`src/rtl/debounce_stage_if.sv`:
```
// debounce_stage_if: raw input and debounced outputs of the debounce stage
interface debounce_stage_if #(
    parameter int CNT_W = 8
);
    logic             inp;
    logic             out;
    logic             rise;
    logic             fall;
    logic [CNT_W-1:0] glitch_cnt;
    modport master (output inp, input out, rise, fall, glitch_cnt);
    modport slave (input inp, output out, rise, fall, glitch_cnt);
endinterface

```
`src/rtl/debounce_stage.sv`:
```
// debounce_stage: two-flop synchronizer plus persistence filter with edge pulses and glitch counter
module debounce_stage #(
    parameter int STABLE_CYCLES = 4,
    parameter int CNT_W = 8
) (
    input logic clk,
    input logic rst_n,
    debounce_stage_if.slave bus
);
    localparam int CW = $clog2(STABLE_CYCLES + 1);
    localparam logic [CW-1:0] LAST = CW'(STABLE_CYCLES - 1);
    typedef enum logic [1:0] {
        WAIT_HIGH   = 2'b00,
        STABLE_LOW  = 2'b01,
        WAIT_LOW    = 2'b10,
        STABLE_HIGH = 2'b11
    } state_t;
    state_t           state;
    logic [CW-1:0]    cnt;
    logic             s1;
    logic             s2;
    logic             rise;
    logic             fall;
    logic [CNT_W-1:0] gcnt;
    generate
        if (STABLE_CYCLES < 1 || STABLE_CYCLES > 255) begin : g_bad_stable_cycles
            $error("debounce_stage: STABLE_CYCLES must be in 1..255");
        end
    endgenerate
    // bring the asynchronous pad level into the clock domain
    always_ff @(posedge clk or negedge rst_n) begin
        if (!rst_n) begin
            s1 <= 1'b0;
            s2 <= 1'b0;
        end else begin
            s1 <= bus.inp;
            s2 <= s1;
        end
    end
    // state bit 1 is the debounced level, bit 0 flags an idle counter
    always_ff @(posedge clk or negedge rst_n) begin
        if (!rst_n) begin
            state <= STABLE_LOW;
            cnt   <= '0;
            rise  <= 1'b0;
            fall  <= 1'b0;
            gcnt  <= '0;
        end else begin
            rise <= 1'b0;
            fall <= 1'b0;
            if (s2 != state[1]) begin
                if (cnt == LAST) begin
                    state <= s2 ? STABLE_HIGH : STABLE_LOW;
                    cnt   <= '0;
                    rise  <= s2;
                    fall  <= ~s2;
                end else begin
                    state <= s2 ? WAIT_HIGH : WAIT_LOW;
                    cnt   <= cnt + 1'b1;
                end
            end else if (cnt != '0) begin
                state <= s2 ? STABLE_HIGH : STABLE_LOW;
                cnt   <= '0;
                if (gcnt != '1) gcnt <= gcnt + 1'b1;
            end
        end
    end
    assign bus.out        = state[1];
    assign bus.rise       = rise;
    assign bus.fall       = fall;
    assign bus.glitch_cnt = gcnt;
endmodule

```
`src/flat_wrapper.sv`:
```
// flat-port wrapper written by rule: the top's interface ports become plain ports
module debounce_stage_flat 
#(
    parameter int STABLE_CYCLES = 4,
    parameter int CNT_W = 8
)
  (clk, rst_n, bus_inp, bus_out, bus_rise, bus_fall, bus_glitch_cnt);
  debounce_stage_if #(.CNT_W(CNT_W)) bus_i ();
  input logic clk;
  input logic rst_n;
  input wire logic [$bits(bus_i.inp)-1:0] bus_inp;
  output wire logic [$bits(bus_i.out)-1:0] bus_out;
  output wire logic [$bits(bus_i.rise)-1:0] bus_rise;
  output wire logic [$bits(bus_i.fall)-1:0] bus_fall;
  output wire logic [$bits(bus_i.glitch_cnt)-1:0] bus_glitch_cnt;
  assign bus_i.inp = bus_inp;
  assign bus_out = bus_i.out;
  assign bus_rise = bus_i.rise;
  assign bus_fall = bus_i.fall;
  assign bus_glitch_cnt = bus_i.glitch_cnt;
  debounce_stage #(.STABLE_CYCLES(STABLE_CYCLES), .CNT_W(CNT_W)) u_core (.clk(clk), .rst_n(rst_n), .bus(bus_i));
endmodule
```
`config.mk`:
```
export PLATFORM = sky130hd
export DESIGN_NAME = debounce_stage_flat
export DESIGN_NICKNAME = d
export VERILOG_FILES = /design/src/rtl/debounce_stage_if.sv /design/src/rtl/debounce_stage.sv /design/src/flat_wrapper.sv
export SDC_FILE = /design/constraint.sdc
export NUM_CORES = 1
export LEC_CHECK = 0
export ABC_AREA = 1
export ABC_CLOCK_PERIOD_IN_PS = 1500
export CORE_ASPECT_RATIO = 1.2
export CORE_MARGIN = 3
export CORE_UTILIZATION = 50
export CTS_BUF_LIST = sky130_fd_sc_hd__clkbuf_16
export DETAILED_ROUTE_END_ITERATION = 10
export PLACE_DENSITY = 0.83
export REMOVE_ABC_BUFFERS = 1
export SKIP_CTS_REPAIR_TIMING = 1
export SLEW_MARGIN = 30
export SYNTH_ARGS = -nofsm -noshare
export SYNTH_HDL_FRONTEND = slang
export SYNTH_SLANG_ARGS = --single-unit
```
`constraint.sdc`:
```
create_clock -name clk -period 1.5 [get_ports clk]
set_input_delay 0.3 -clock clk [delete_from_list [all_inputs] [get_ports clk]]
set_output_delay 0.3 -clock clk [all_outputs]
set_load 0.01 [all_outputs]
```
Yosys cells after proc, flatten, opt, wreduce, memory -nomap -nowiden

Index checks and enable logic that the tools add are counted.

Register bits after elaboration: 17

Multiplexer cells: 12
Add/subtract/negate cells: 2
Bitwise operators: 2
Eq/ne operators: 3
Reduce and logical (&&, ||, !) cells: 3

Operators with widths:

| cell                  | number |
|---|---|
| $mux W2               | 5 |
| $mux W3               | 3 |
| $add A8 B1 Y8 const B | 1 |
| $ne A8 B8 Y1 const B  | 1 |
| $mux W1               | 4 |
| $add A3 B1 Y3 const B | 1 |
| $eq A3 B2 Y1 const B  | 1 |
| $reduce_and A3 Y1     | 1 |
| $reduce_bool A3 Y1    | 1 |
| $not A1 Y1            | 2 |
| $reduce_bool A2 Y1    | 1 |
| $ne A1 B1 Y1          | 1 |

Longest topological paths before layout

Word-level depth: 3
Depth in mapped cells: 8
Depth with buffers taken out: 8

Worst setup path after synthesis

Ideal clock, no wire load.

Path kind: register to register
Start point: reg u_core.gcnt[0], in the netlist u_core.bus.glitch_cnt[0]
End point: reg u_core.gcnt[2], in the netlist u_core.bus.glitch_cnt[2]
Period minus slack after synthesis: 1.220 ns
Data arrival time: 1.103 ns
Cell stages (with the launch flop): 8
Data required time: 1.383 ns
Setup slack: 0.280 ns
Cells stage by stage: dfrtp_1 > ha_1 > nand3_2 > clkinv_1 > nand3_2 > nand2_4 > nand2_1 > nand2_1

Longest elaborated chain between the ends: 2
Elaborated cells between the ends (all ways): 3
Those cells by class: add/sub (1); eq/ne (1); reduce/logical (1)

RTL lines:

| element                                                               | RTL line             | text |
|---|---|---|
| start: declaration                                                    | debounce_stage.sv:24 | `logic [CNT_W-1:0] gcnt;` |
| start signal: assignment                                              | debounce_stage.sv:64 | `if (gcnt != '1) gcnt <= gcnt + 1'b1;` |
| parallel branches: the longest is 2 deep, another holds $add A8 B1 Y8 | -                    |  |

Several ways; the timed one is not identified.
A chain may end at the register's enable or synchronous reset.

Worst setup path in the final report

Start point: reg u_core.gcnt[3], in the netlist u_core.bus.glitch_cnt[3]
End point: out bus_glitch_cnt[3]

RTL lines:

| element          | RTL line           | text |
|---|---|---|
| end: declaration | flat_wrapper.sv:15 | `output wire logic [$bits(bus_i.glitch_cnt)-1:0] bus_glitch_cnt;` |

No word-level cell between the ends.

==> flow_metrics.env <==
export IMPL_status="complete, no violations"
export IMPL_vias_per_cell=4.993
export IMPL_rows=15
export IMPL_htreeDepth=1
export IMPL_cts_made_buffers=3
export IMPL_area_growth_syn_to_layout_pct=37.25
export IMPL_cp_max_fo=3
export IMPL_multi_input_area_sq_um=362.8
export IMPL_first_global_vias=652
export IMPL_core_sq_mm=0.001483
export IMPL_start_util_pct=55.27
export IMPL_rsz0062_at_grt="no"
export IMPL_avgSynthCellArea_sq_um=7.957
export IMPL_dr_pass1_iters=4
export IMPL_grt_pass1_wl_um=2891
export IMPL_crit_path_cell_trace="clkdlybuf4s50_1"
export IMPL_dp_slack_ns=0.2140
export IMPL_clock_latency_ns=0.24
export IMPL_slowest_delay_ns=0.54
export IMPL_relSlewSlack_pct=85.94
export IMPL_synth_distinct_cells=17
export IMPL_drc=0
export IMPL_finalSetupViolations=0
export IMPL_finalMaxSlewViolations=0
export IMPL_clkTransAtPathRegs_ns=0.05
export IMPL_num_io_pins=14
export IMPL_cp_slowest_cell="clkdlybuf4s50_1"
export IMPL_dieArea_sq_mm=0.002163
export IMPL_tightest_slew_ns=0.2109
export IMPL_p_leak_nw=0.6575
export IMPL_cp_top_family="buffers and inverters"
export IMPL_port_buffers=13
export IMPL_yosysWarnings=0
export IMPL_timing_fmax_mhz=690.7
export IMPL_fin_util_pct=75.87
export IMPL_hold_viol_final=0
export IMPL_cap_viol_max_count=0
export IMPL_drtIter0Drc=14
export IMPL_p_per_area_mw_per_mm2=1701
export IMPL_drive_gt1_share_pct=15.63
export IMPL_skew_ns=0.0009850
export IMPL_clockBufferDepth=2
export IMPL_path_class="reg2out"
export IMPL_ant_nets=0
export IMPL_syn_inst=103
export IMPL_finalCriticalPeriod_ns=1.448
export IMPL_startpoint_type="flip-flop"
export IMPL_min_path_type="reg2reg"
export IMPL_cts_root_buf="clkbuf_16"
export IMPL_num_nets_final=135
export IMPL_period_share_pct=96.51
export IMPL_wl_um=1760
export IMPL_arrival_ns=1.15
export IMPL_cp_required_ns=1.20
export IMPL_ys_ff_latch=16
export IMPL_grt_max_degree=17
export IMPL_wire_per_inst_um=12.14
export IMPL_ir_drop_v=0.0009448
export IMPL_critical_path_buf_inv_count=1
export IMPL_num_fill_cells=108
export IMPL_cts_sinks=16
export IMPL_cts_tree="done"
export IMPL_ys_seq_area_share_pct=48.85
export IMPL_vias=724
export IMPL_grt_ovfl_total=0
export IMPL_grt_antenna_before_repair=0
export IMPL_diodes=0
export IMPL_gp_congestion=0.8636
export IMPL_end_kind="output pin"
export IMPL_syn_area_sq_um=819.5
export IMPL_register_area_sq_um=402.9
export IMPL_fin_ws_ns=0.05230
export IMPL_die_w_um=42.96
export IMPL_die_h_um=50.35
export IMPL_place_hpwl_um=1169
export IMPL_gr_usage_all_layers_pct=17.88
## cells by family (layout without fill, tap and decap cells)
group | Yosys count | after routing | synth area share, %
AND/OR/NAND/NOR | 61 | 61 | 33.43
flip-flops | 16 | 16 | 48.85
buffers and inverters | 15 | 40 | 6.870
AO/OA/AOI/OAI | 5 | 5 | 3.053
XOR/XNOR | 3 | 3 | 3.207
adder cells (fa/ha/maj) | 3 | 3 | 4.581
## synthesized netlist by cell type, drive strengths merged
master	n	area (sq um)
ha	3	37.54
inv	14	52.55
xnor2	2	17.52
nor2	8	40.04
clkinv	1	3.750
o21ai	5	25.02
nor3	1	5.000
dfrtp	16	400.4
nand2	43	168.9
xor2	1	8.760
nand3	9	60.06
## final cells by class
type	count	area share, %
inverters	15	5.006
well taps	17	1.891
multi-input cells	72	32.26
clock buffers	3	6.674
repair buffers	21	18.02
clock inverters	1	0.3337
flip-flops and latches	16	35.82
## cells in the final DEF (no fill, tap or decap), drive strengths merged
master / instances
buf: 8
nor2: 8
clkinv: 2
xor2: 1
clkbuf: 3
nand3: 9
xnor2: 2
ha: 3
clkdlybuf4s50: 8
dlymetal6s2s: 5
nand2: 43
dfrtp: 16
nor3: 1
inv: 14
o21ai: 5
## power by group
part           switching, mW  internal, mW  leakage, nW  total [mW]
Clock                  0.166         0.354       0.0385       0.520
Sequential            0.0614         0.531        0.206       0.593
Combinational          0.432         0.369        0.413       0.801
## state kept, by name (all words and copies together) (netlist names), named ones only
register	flops
u_core.bus.glitch_cnt	8
u_core.cnt	3
u_core.s1	1
u_core.bus.rise	1
u_core.s2	1
u_core.bus.fall	1
## per-stage QoR
stage          instance area [sq um]  total power [mW]  setup TNS [ns]  cells  hold WS (ns)
2_1_floorplan                  819.5             1.029               0    103      0.004409
3_3_place_gp                   985.9             1.264               0    135        0.3398
3_5_place_dp                   985.9             1.291               0    135        0.3410
4_1_cts                         1065             1.832         -0.1215    139        0.3511
5_1_grt                         1125             2.035               0    145        0.3627
6_report                        1125             1.913               0    145        0.3478
## per-layer routing
metal / GRT usage (%) / up-vias / part of all wire, %
li1: - / 367 / -
met1: 21.38 / 324 / 40
met2: 30.50 / 26 / 51
met3: 3.584 / 7 / 6.8
met4: 8.040 / 0 / 2.5
met5: 0 / - / 0
## final timing paths
check / end / startpoint / cells past startpoint / slack [ns]
max: bus_glitch_cnt[3] / u_core.bus.glitch_cnt[3] / 1 / 0.05
max reg2reg: u_core.bus.glitch_cnt[3] / u_core.bus.glitch_cnt[0] / 8 / 0.12
min in group asynchronous: u_core.bus.glitch_cnt[2] / rst_n / 2 / 0.37
min reg2reg: u_core.s2 / u_core.s1 / 0 / 0.35
min: u_core.s2 / u_core.s1 / 0 / 0.35
max in group asynchronous: u_core.bus.glitch_cnt[4] / rst_n / 2 / 0.93
No activity file was read; power rests on OpenSTA's default activity.
